### src/rtl/dilatacion_ctrl.sv
// -----------------------------------------------------------------------------
// dilatacion_ctrl
// Sequencer for the 5-input max comparator of the dilation filter. It scans a
// grayscale frame in a synchronous-read source RAM. For each pixel it gathers
// the cross neighbourhood (center, up, down, left, right), with edge
// replication. It presents the operands to an external comparator, then writes
// the comparator result to a destination RAM. Cadence is 8 cycles per pixel.
//
// Ports:
//   clk, rst_n         clock (rising edge), asynchronous active-low reset
//   start              begin a frame (sampled in IDLE only)
//   busy, done         frame in progress / one-cycle end-of-frame pulse
//   rd_addr, rd_data   source RAM read port (data valid 1 cycle after addr)
//   wr_ready           destination ready; present only with the macro below
//   cmp_a..cmp_e       comparator operands: center, up, down, left, right
//   cmp_mayor          comparator result (combinational from cmp_a..cmp_e)
//   wr_en, wr_addr,
//   wr_data            destination RAM write port
//
// Build option:
//   DILATACION_WR_READY_EN  adds input wr_ready. WRITE then holds wr_en and
//                           the address/data until wr_ready is high.
//
// state  | meaning
// IDLE   | waiting for start
// READ   | k=0..5: issue 5 neighbour reads, capture data one cycle later
// CMP    | operands stable, register comparator result
// WRITE  | strobe destination write, advance to next pixel
// DONE   | one-cycle done pulse
// -----------------------------------------------------------------------------
module dilatacion_ctrl #(
  parameter int IMG_W    = 16,
  parameter int IMG_H    = 16,
  parameter int PIX_W    = 8,
  parameter int ADDR_W   = 16,
  parameter int SRC_BASE = 0,
  parameter int DST_BASE = 256
) (
  input  logic              clk,
  input  logic              rst_n,
  input  logic              start,
  output logic              busy,
  output logic              done,
  output logic [ADDR_W-1:0] rd_addr,
  input  logic [PIX_W-1:0]  rd_data,
`ifdef DILATACION_WR_READY_EN
  input  logic              wr_ready,
`endif
  output logic [PIX_W-1:0]  cmp_a,
  output logic [PIX_W-1:0]  cmp_b,
  output logic [PIX_W-1:0]  cmp_c,
  output logic [PIX_W-1:0]  cmp_d,
  output logic [PIX_W-1:0]  cmp_e,
  input  logic [PIX_W-1:0]  cmp_mayor,
  output logic              wr_en,
  output logic [ADDR_W-1:0] wr_addr,
  output logic [PIX_W-1:0]  wr_data
);

  localparam int XW = (IMG_W > 1) ? $clog2(IMG_W) : 1;
  localparam int YW = (IMG_H > 1) ? $clog2(IMG_H) : 1;
  localparam logic [XW-1:0]     X_LAST = XW'(IMG_W - 1);
  localparam logic [YW-1:0]     Y_LAST = YW'(IMG_H - 1);
  localparam logic [ADDR_W-1:0] W_A    = ADDR_W'(IMG_W);
  localparam logic [ADDR_W-1:0] SRC_A  = ADDR_W'(SRC_BASE);
  localparam logic [ADDR_W-1:0] DST_A  = ADDR_W'(DST_BASE);
  localparam logic [ADDR_W-1:0] ONE_A  = ADDR_W'(1);

  typedef enum logic [2:0] {
    S_IDLE,
    S_READ,
    S_CMP,
    S_WRITE,
    S_DONE
  } state_t;

  state_t            state_q;
  logic [2:0]        k_q;
  logic [XW-1:0]     x_q;
  logic [YW-1:0]     y_q;
  logic [ADDR_W-1:0] row_base_q;
  logic              busy_q, done_q, wr_en_q;
  logic [ADDR_W-1:0] rd_addr_q, wr_addr_q;
  logic [PIX_W-1:0]  wr_data_q;
  logic [PIX_W-1:0]  cmp_a_q, cmp_b_q, cmp_c_q, cmp_d_q, cmp_e_q;

  // Next-pixel coordinates and address terms
  logic [XW-1:0]     x_d;
  logic [YW-1:0]     y_d;
  logic [ADDR_W-1:0] row_base_d;
  logic [ADDR_W-1:0] ctr, ctr_next_px, rd_addr_d, wr_addr_d;
  logic [2:0]        k_d;
  logic              at_l, at_r, at_u, at_dn, frame_end, wr_go;

`ifdef DILATACION_WR_READY_EN
  assign wr_go = wr_ready;
`else
  assign wr_go = 1'b1;
`endif

  always_comb begin
    at_l      = (x_q == '0);
    at_r      = (x_q == X_LAST);
    at_u      = (y_q == '0);
    at_dn     = (y_q == Y_LAST);
    frame_end = at_r && at_dn;
    ctr       = SRC_A + row_base_q + ADDR_W'(x_q);
    wr_addr_d = DST_A + row_base_q + ADDR_W'(x_q);
    k_d       = k_q + 3'd1;

    // rd_addr is registered, so the address for read slot k+1 is prepared
    // during slot k. Out-of-image neighbours replicate the center.
    rd_addr_d = rd_addr_q;
    case (k_d)
      3'd1: rd_addr_d = at_u  ? ctr : ctr - W_A;
      3'd2: rd_addr_d = at_dn ? ctr : ctr + W_A;
      3'd3: rd_addr_d = at_l  ? ctr : ctr - ONE_A;
      3'd4: rd_addr_d = at_r  ? ctr : ctr + ONE_A;
      default: rd_addr_d = rd_addr_q;
    endcase

    if (at_r) begin
      x_d        = '0;
      y_d        = y_q + YW'(1);
      row_base_d = row_base_q + W_A;
    end else begin
      x_d        = x_q + XW'(1);
      y_d        = y_q;
      row_base_d = row_base_q;
    end
    ctr_next_px = SRC_A + row_base_d + ADDR_W'(x_d);
  end

  always_ff @(posedge clk or negedge rst_n) begin
    if (!rst_n) begin
      state_q    <= S_IDLE;
      k_q        <= '0;
      x_q        <= '0;
      y_q        <= '0;
      row_base_q <= '0;
      busy_q     <= 1'b0;
      done_q     <= 1'b0;
      wr_en_q    <= 1'b0;
      rd_addr_q  <= '0;
      wr_addr_q  <= '0;
      wr_data_q  <= '0;
      cmp_a_q    <= '0;
      cmp_b_q    <= '0;
      cmp_c_q    <= '0;
      cmp_d_q    <= '0;
      cmp_e_q    <= '0;
    end else begin
      case (state_q)
        S_IDLE: begin
          if (start) begin
            x_q        <= '0;
            y_q        <= '0;
            row_base_q <= '0;
            k_q        <= '0;
            rd_addr_q  <= SRC_A;
            busy_q     <= 1'b1;
            state_q    <= S_READ;
          end
        end
        S_READ: begin
          k_q       <= k_d;
          rd_addr_q <= rd_addr_d;
          // Data for slot k-1 arrives during slot k.
          case (k_q)
            3'd1: cmp_a_q <= rd_data;
            3'd2: cmp_b_q <= rd_data;
            3'd3: cmp_c_q <= rd_data;
            3'd4: cmp_d_q <= rd_data;
            3'd5: cmp_e_q <= rd_data;
            default: ;
          endcase
          if (k_q == 3'd5) state_q <= S_CMP;
        end
        S_CMP: begin
          wr_data_q <= cmp_mayor;
          wr_addr_q <= wr_addr_d;
          wr_en_q   <= 1'b1;
          state_q   <= S_WRITE;
        end
        S_WRITE: begin
          if (wr_go) begin
            wr_en_q <= 1'b0;
            if (frame_end) begin
              done_q  <= 1'b1;
              state_q <= S_DONE;
            end else begin
              x_q        <= x_d;
              y_q        <= y_d;
              row_base_q <= row_base_d;
              k_q        <= '0;
              rd_addr_q  <= ctr_next_px;
              state_q    <= S_READ;
            end
          end
        end
        S_DONE: begin
          done_q  <= 1'b0;
          busy_q  <= 1'b0;
          state_q <= S_IDLE;
        end
        default: state_q <= S_IDLE;
      endcase
    end
  end

  assign busy    = busy_q;
  assign done    = done_q;
  assign rd_addr = rd_addr_q;
  assign wr_en   = wr_en_q;
  assign wr_addr = wr_addr_q;
  assign wr_data = wr_data_q;
  assign cmp_a   = cmp_a_q;
  assign cmp_b   = cmp_b_q;
  assign cmp_c   = cmp_c_q;
  assign cmp_d   = cmp_d_q;
  assign cmp_e   = cmp_e_q;

endmodule

### config.mk
export PLATFORM = sky130hd
export DESIGN_NAME = dilatacion_ctrl
export DESIGN_NICKNAME = d
export VERILOG_FILES = /design/src/rtl/dilatacion_ctrl.sv
export SDC_FILE = /design/constraint.sdc
export NUM_CORES = 1
export LEC_CHECK = 0
export BUFFER_PORTS_ARGS = -buffer_cell sky130_fd_sc_hd__buf_2
export CAP_MARGIN = 20
export CORE_ASPECT_RATIO = 0.75
export CORE_MARGIN = 2
export CORE_UTILIZATION = 52
export CTS_CLUSTER_DIAMETER = 150
export DETAILED_ROUTE_END_ITERATION = 10
export PLACE_DENSITY = 0.77
export SYNTH_ARGS = -nofsm -noshare
export SYNTH_HDL_FRONTEND = slang
export SYNTH_SLANG_ARGS = --single-unit
### constraint.sdc
create_clock -name clk -period 2.33 [get_ports clk]
set_input_delay 0.1165 -clock clk [delete_from_list [all_inputs] [get_ports clk]]
set_output_delay 0.1165 -clock clk [all_outputs]
set_load 0.01 [all_outputs]
==> results.sh, run 1 <==
export IMPL_status="complete, no violations"
export IMPL_start_util_pct=52.7
export IMPL_cts_buffer_depth=2
export IMPL_p_total_uw=11600
export IMPL_routed_wl_um=21200
export IMPL_path_buf_inv=2
export IMPL_cts_buffers=9
export IMPL_path_class="flop to flop"
export IMPL_drt_antenna_violating_nets=0
export IMPL_worstPathRequired_ps=2570
export IMPL_design_core_area_um2=12200
export IMPL_period_share_pct=98.3
export IMPL_hold_violations=0
export IMPL_power_density_nw_per_um2=1410
export IMPL_grt_use_total_pct=32.6
export IMPL_via_per_inst=6.00
export IMPL_synthArstFlopShare_pct=100
export IMPL_synth_cell_type_count=65
export IMPL_slowest_stage="dfrtp_1"
export IMPL_drive_above_1_share_pct=36.2
export IMPL_slew_viol_final=0
export IMPL_cp_cell_sequence="ha_2 -> ha_4 -> buf_12 -> nor2b_1 -> buf_4 -> o41ai_1 -> o21ai_0 -> a32oi_1 -> a21oi_1"
export IMPL_max_slew_margin_pct=56.8
export IMPL_rsz0062_at_grt="true"
export IMPL_skew_ps=9.89
export IMPL_yosys_warnings=0
export IMPL_finalNonFillerCells=1023
export IMPL_die_w_um=132
export IMPL_worstSkewPairLatency_ps=360
export IMPL_synth_top_area_share_pct=42.5
export IMPL_leakagePower_uw=0.00375
export IMPL_path_clk_slew_ps=80
export IMPL_grt_first_pass_wirelength_um=33200
export IMPL_cp_end_kind="flop"
export IMPL_htreeDepth=3
export IMPL_yosys_area_top_type="dfrtp_1"
export IMPL_place_congestion=1.05
export IMPL_hold_class="input port to flop"
export IMPL_drc_errors=0
export IMPL_synth_cells=682
export IMPL_fp_dieH_um=100
export IMPL_post_route_min_period_ps=2290
export IMPL_setup_viol=0
export IMPL_seq_area_frac_synth_pct=42.5
export IMPL_final_area_um2=8230
export IMPL_drt_iter0_drc=555
export IMPL_synth_area_per_cell_um2=9.40
export IMPL_ios=102
export IMPL_drt_pass1_iter_count=5
export IMPL_grt_pass1_vias=6026
export IMPL_grt_max_degree=110
export IMPL_synth_seq_cells=109
export IMPL_max_stage_delay_ps=430
export IMPL_syn_area_um2=6410
export IMPL_cts_sinks=109
export IMPL_vias=6133
export IMPL_maxCapViolations=0
export IMPL_peakVddDrop_v=0.000828
export IMPL_ys_flop_type="dfrtp_1"
export IMPL_crit_family="compound AO/OA/AOI/OAI gates"
export IMPL_syn_nets=718
export IMPL_fmax_ghz=0.436
export IMPL_numPortBuffers=101
export IMPL_wl_per_cell_um=20.8
export IMPL_cts_tree="built"
export IMPL_final_setup_tns_ps=0
export IMPL_synth_edf_count=0
export IMPL_synth_area_leaders="dfrtp_1 (43%), mux2_2 (10%), o21ai_0 (3.7%)"
export IMPL_insertedDiodeCount=0
export IMPL_antenna_found_initial=0
export IMPL_dieArea_um2=13200
export IMPL_dp_hpwl_um=15800
export IMPL_post_synth_top_count_cell="dfrtp_1"
export IMPL_num_rows=35
export IMPL_synth_common_cells="dfrtp_1 (109), nand2_1 (60), mux2_2 (57)"
export IMPL_arrival_ps=2530
export IMPL_hold_ws_ps=7.60
export IMPL_layout_nets=888
export IMPL_worstSetupStartpointType="flop"
export IMPL_crit_fanout=13
export IMPL_area_growth_pct=28.3
export IMPL_grt_overflow=0
export IMPL_dpl_cell_area_um2=7740
export IMPL_placed_cells=999
export IMPL_worst_pin_slew_ps=649
export IMPL_ctsRootBufferMaster="clkbuf_16"
-- cell families (layout without fill, tap and decap cells) --
| family | after synthesis | after routing | share of synthesized area, % |
|---|---|---|---|
| buffers and inverters | 71 | 246 | 4.57 |
| AO/OA/AOI/OAI | 165 | 165 | 16.6 |
| AND/OR/NAND/NOR | 221 | 221 | 17.3 |
| flip-flops | 109 | 109 | 42.5 |
| multiplexers | 59 | 59 | 10.3 |
| adder cells (fa/ha/maj) | 17 | 17 | 3.32 |
| XOR/XNOR | 39 | 39 | 5.33 |
| other | 1 | 1 | 0.0585 |
-- layout by cell type, fill, tap and decap left out, drive strengths merged, types with 4 or more instances in the layout --
| cell type | count |
|---|---|
| a31oi | 12 |
| nor3b | 4 |
| nor2b | 4 |
| nor3 | 16 |
| xor2 | 15 |
| o21ai | 49 |
| dlygate4sd3 | 8 |
| nor4 | 8 |
| a21oi | 38 |
| ha | 17 |
| and2 | 8 |
| dfrtp | 109 |
| nor2 | 56 |
| o31ai | 6 |
| nand3b | 5 |
| inv | 18 |
| or3 | 6 |
| a221oi | 4 |
| o22ai | 7 |
| nand2 | 60 |
| mux2 | 57 |
| o211ai | 6 |
| xnor2 | 24 |
| clkbuf | 9 |
| nand3 | 19 |
| and3 | 8 |
| clkinv | 4 |
| buf | 207 |
| o41ai | 4 |
| nand4 | 12 |
| a221o | 5 |
| or3b | 4 |
-- area by class of cell --
cell class	instances	area, µm²
multi-input combinational	502	3480
clock inverter	7	91.3
inverter	15	56.3
clock buffer	9	225
timing repair buffer	215	1430
tap	166	208
fill	997	3950
sequential	109	2730
-- final timing paths --
path / startpoint / end / slack, ps / cells after the start
worst max register to register: k_q[1] / rd_addr[4] / 40 / 9
worst min-delay path: cmp_mayor[4] / wr_data[4] / 8 / 2
worst max-delay path: k_q[1] / rd_addr[4] / 40 / 9
max in group asynchronous: rst_n / row_base_q[4] / 1450 / 3
worst min register to register: wr_en / wr_en / 500 / 1
min in group asynchronous: rst_n / wr_addr[5] / 320 / 3
-- flip-flops by register name (all words and copies together), names as in the netlist --
signal      cells
state_q         3
rd_addr        16
cmp_a           8
cmp_d           8
y_q             4
x_q             4
wr_en           1
row_base_q     12
done            1
wr_data         8
cmp_b           8
busy            1
k_q             3
cmp_e           8
cmp_c           8
wr_addr        16
-- stage by stage --
stage	setup WS [ps]	utilization, %
2_1_floorplan	-16.2	-
3_3_place_gp	-25.1	63.6
3_5_place_dp	-83.3	63.6
4_1_cts	-0.896	66.9
5_1_grt	-35.7	67.6
6_report	38.8	67.6
-- layer usage --
metal  global-route usage, %  vias to the layer above  wire length, µm
met5                       0                        -                0
met4                    12.4                        0              569
met3                    5.71                       38             1420
met2                    52.8                      277             9920
met1                    44.4                     3014             9330
li1                        -                     2804                -
-- where the power goes --
part | internal (µW) | switching, µW | total (µW)
Combinational | 3130 | 3700 | 6830
Clock | 779 | 827 | 1610
Sequential | 2670 | 494 | 3160
Total | 6580 | 5020 | 11600
-- what timing repair did --
action	in CTS	in global routing
setup buffers	0	0
hold buffers	7	1
hold endpoints to repair	115	1
setup endpoints to repair	9	15
pin swaps	1	2
resized for setup	5	22
No activity file was read; power rests on OpenSTA's default activity.
==> inputs of run 2 (changes only) <==
--- a/config.mk
+++ b/config.mk
@@ -9,10 +9,10 @@
 export CAP_MARGIN = 20
 export CORE_ASPECT_RATIO = 0.75
 export CORE_MARGIN = 2
-export CORE_UTILIZATION = 52
+export CORE_UTILIZATION = 38
 export CTS_CLUSTER_DIAMETER = 150
 export DETAILED_ROUTE_END_ITERATION = 10
-export PLACE_DENSITY = 0.77
+export SETUP_SLACK_MARGIN = 0.2
 export SYNTH_ARGS = -nofsm -noshare
 export SYNTH_HDL_FRONTEND = slang
 export SYNTH_SLANG_ARGS = --single-unit
==> results.sh, run 2 (synthesis gave the netlist of run 1 again) <==
export IMPL_status="complete, no violations"
export IMPL_swShare_pct=43.8
export IMPL_start_util_pct=38.5
export IMPL_crit_start="k_q[0]"
export IMPL_crit_family="compound AO/OA/AOI/OAI gates"
export IMPL_endpoint="rd_addr[13]"
export IMPL_rsz0062_at_grt="true"
export IMPL_crit_fanout=7
export IMPL_num_rows=41
export IMPL_routed_wl_um=22100
export IMPL_cts_buffers=9
export IMPL_area_growth_pct=32.4
export IMPL_cts_sinks=109
export IMPL_path_buf_inv=2
export IMPL_cp_cell_sequence="ha_4 -> ha_4 -> buf_4 -> buf_4 -> o21ai_4 -> a22o_1 -> a31oi_1 -> a21oi_2 -> a221o_1"
export IMPL_dp_hpwl_um=16600
export IMPL_die_w_um=154
export IMPL_globalRouteMet2Util_pct=38.6
export IMPL_worstPathRequired_ps=2580
export IMPL_final_area_um2=8490
export IMPL_via_per_inst=5.67
export IMPL_cts_tree="built"
export IMPL_setup_viol=0
export IMPL_grt_use_met3_pct=5.01
export IMPL_antenna_found_initial=0
export IMPL_layout_nets=887
export IMPL_p_int_uw=6700
export IMPL_grt_first_pass_wirelength_um=33700
export IMPL_worst_pin_slew_ps=587
export IMPL_worstSkewPairLatency_ps=370
export IMPL_max_stage_delay_ps=440
export IMPL_r2r_slack_ps=100
export IMPL_peakVddDrop_v=0.000588
export IMPL_dieArea_um2=17900
export IMPL_p_total_uw=11900
export IMPL_post_route_min_period_ps=2230
export IMPL_fp_dieH_um=117
export IMPL_grt_busiest_layer="met2"
export IMPL_min_from="rd_data[2]"
export IMPL_drt_antenna_violating_nets=0
export IMPL_arrival_ps=2480
export IMPL_final_common_cell="dfrtp_1"
export IMPL_power_switching_uw=5230
export IMPL_ios=102
export IMPL_rr_endpoint="rd_addr[13]"
export IMPL_skew_ps=12.5
export IMPL_drive_above_1_share_pct=40.5
export IMPL_grt_overflow=0
export IMPL_path_class="flop to flop"
export IMPL_max_slew_margin_pct=60.8
export IMPL_clockPowerShare_pct=13.6
export IMPL_power_density_nw_per_um2=1410
export IMPL_drt_pass1_iter_count=5
export IMPL_place_congestion=0.961
export IMPL_vias=6069
export IMPL_path_clk_slew_ps=80
export IMPL_slowest_stage="dfrtp_2"
export IMPL_grt_use_total_pct=24.8
export IMPL_dpl_cell_area_um2=7760
export IMPL_design_core_area_um2=16700
export IMPL_numPortBuffers=101
export IMPL_cts_buffer_depth=2
export IMPL_maxCapViolations=0
export IMPL_htreeDepth=3
export IMPL_rr_startpoint="k_q[0]"
export IMPL_final_cell_mix="dfrtp_1 (104), buf_2 (100), buf_4 (98)"
export IMPL_hold_class="input port to flop"
export IMPL_drc_errors=0
export IMPL_crit_cells=9
export IMPL_worstSetupStartpointType="flop"
export IMPL_power_frac_seq_pct=26.5
export IMPL_pwr_share_comb_pct=59.9
export IMPL_leakagePower_uw=0.00374
export IMPL_num_fill_cells=1508
export IMPL_period_share_pct=95.6
export IMPL_slew_viol_final=0
export IMPL_drt_iter0_drc=641
export IMPL_hold_violations=0
export IMPL_fmax_ghz=0.449
export IMPL_wl_per_cell_um=20.6
export IMPL_ctsRootBufferMaster="clkbuf_16"
export IMPL_cp_end_kind="flop"
export IMPL_grt_pass1_vias=5755
export IMPL_r2r_cells=9
export IMPL_grtUsageMet1_pct=35.7
export IMPL_insertedDiodeCount=0
export IMPL_grt_max_degree=46
run 2: changes by cell type in the layout (fill, tap and decap cells not counted), moves of 3 or more:
cell | previous run | this run
nand2_2 | 3 | 6
and2_1 | 7 | 4
nand2_1 | 57 | 52
nor2_2 | 3 | 6
buf_4 | 103 | 98
buf_6 | 0 | 4
a21oi_1 | 37 | 32
a21oi_2 | 1 | 4
dfrtp_2 | 1 | 5
ha_4 | 1 | 5
dfrtp_1 | 108 | 104
ha_1 | 12 | 9
nor2_1 | 53 | 49
run 2: power by group through the flow:
| stage | logic, µW | clock network [µW] | registers, µW |
|---|---|---|---|
| 6_report | 7150 | 1620 | 3160 |
| 3_5_place_dp | 6380 | 0 | 3170 |
| 2_1_floorplan | 3440 | 0 | 3400 |
| 4_1_cts | 6800 | 1660 | 3150 |
| 3_3_place_gp | 6320 | 0 | 3120 |
| 5_1_grt | 7670 | 1740 | 3250 |
run 2: metrics by stage:
stage / cells / setup TNS, ps / hold WS [ps] / setup slack (ps) / util, %
6_report: 1071 / 0 / 36.8 / 103 / 50.9
4_1_cts: 1067 / 0 / 22.3 / 122 / 49.8
5_1_grt: 1071 / 0 / 33.8 / 42.3 / 50.9
2_1_floorplan: 682 / 0 / -179 / 162 / -
3_5_place_dp: 1037 / -39.4 / 141 / -25.1 / 46.6
3_3_place_gp: 1037 / 0 / 133 / 22.7 / 46.6
run 2: cell type report:
class                           instances  area [µm²]  share of cell area [%]
Clock inverter                          7        86.3                    1.02
Sequential cell                       109        2730                    32.2
Inverter                               15        58.8                   0.693
Multi-Input combinational cell        502        3690                    43.4
Tap cell                              215         269                    3.17
Timing Repair Buffer                  214        1430                    16.9
Clock buffer                            9         225                    2.65
run 2: worst reg2reg max path: stages, from the launching register on:
cell	delay, ps
dfrtp_2	440
ha_4	170
ha_4	300
buf_4	160
buf_4	130
o21ai_4	80
a22o_1	260
a31oi_1	190
a21oi_2	70
a221o_1	310
run 2: how the worst min path moves through the flow:
stage                               end  cells after the start  slack (ps)
after floorplan                    busy                      0        -180
after global placement    row_base_q[7]                      1         130
after detailed placement  row_base_q[7]                      1         140
after CTS                      cmp_b[3]                      2          20
after global routing           cmp_a[4]                      2          30
final                          cmp_a[2]                      2          40
run 2: metal layers:
metal	wire length [µm]	vias up
met1	10300	3000
met3	1610	28
met4	309	0
met2	9810	236
li1	-	2805
met5	0	-
run 2: timing repair:
action | 4_1_cts | 5_1_grt
buffers inserted | 5 | 4
pin swaps | 9 | 5
hold endpoints to repair | 42 | 0
resized for setup | 30 | 40
endpoints found under the setup margin | 20 | 57
hold buffers | 9 | 0
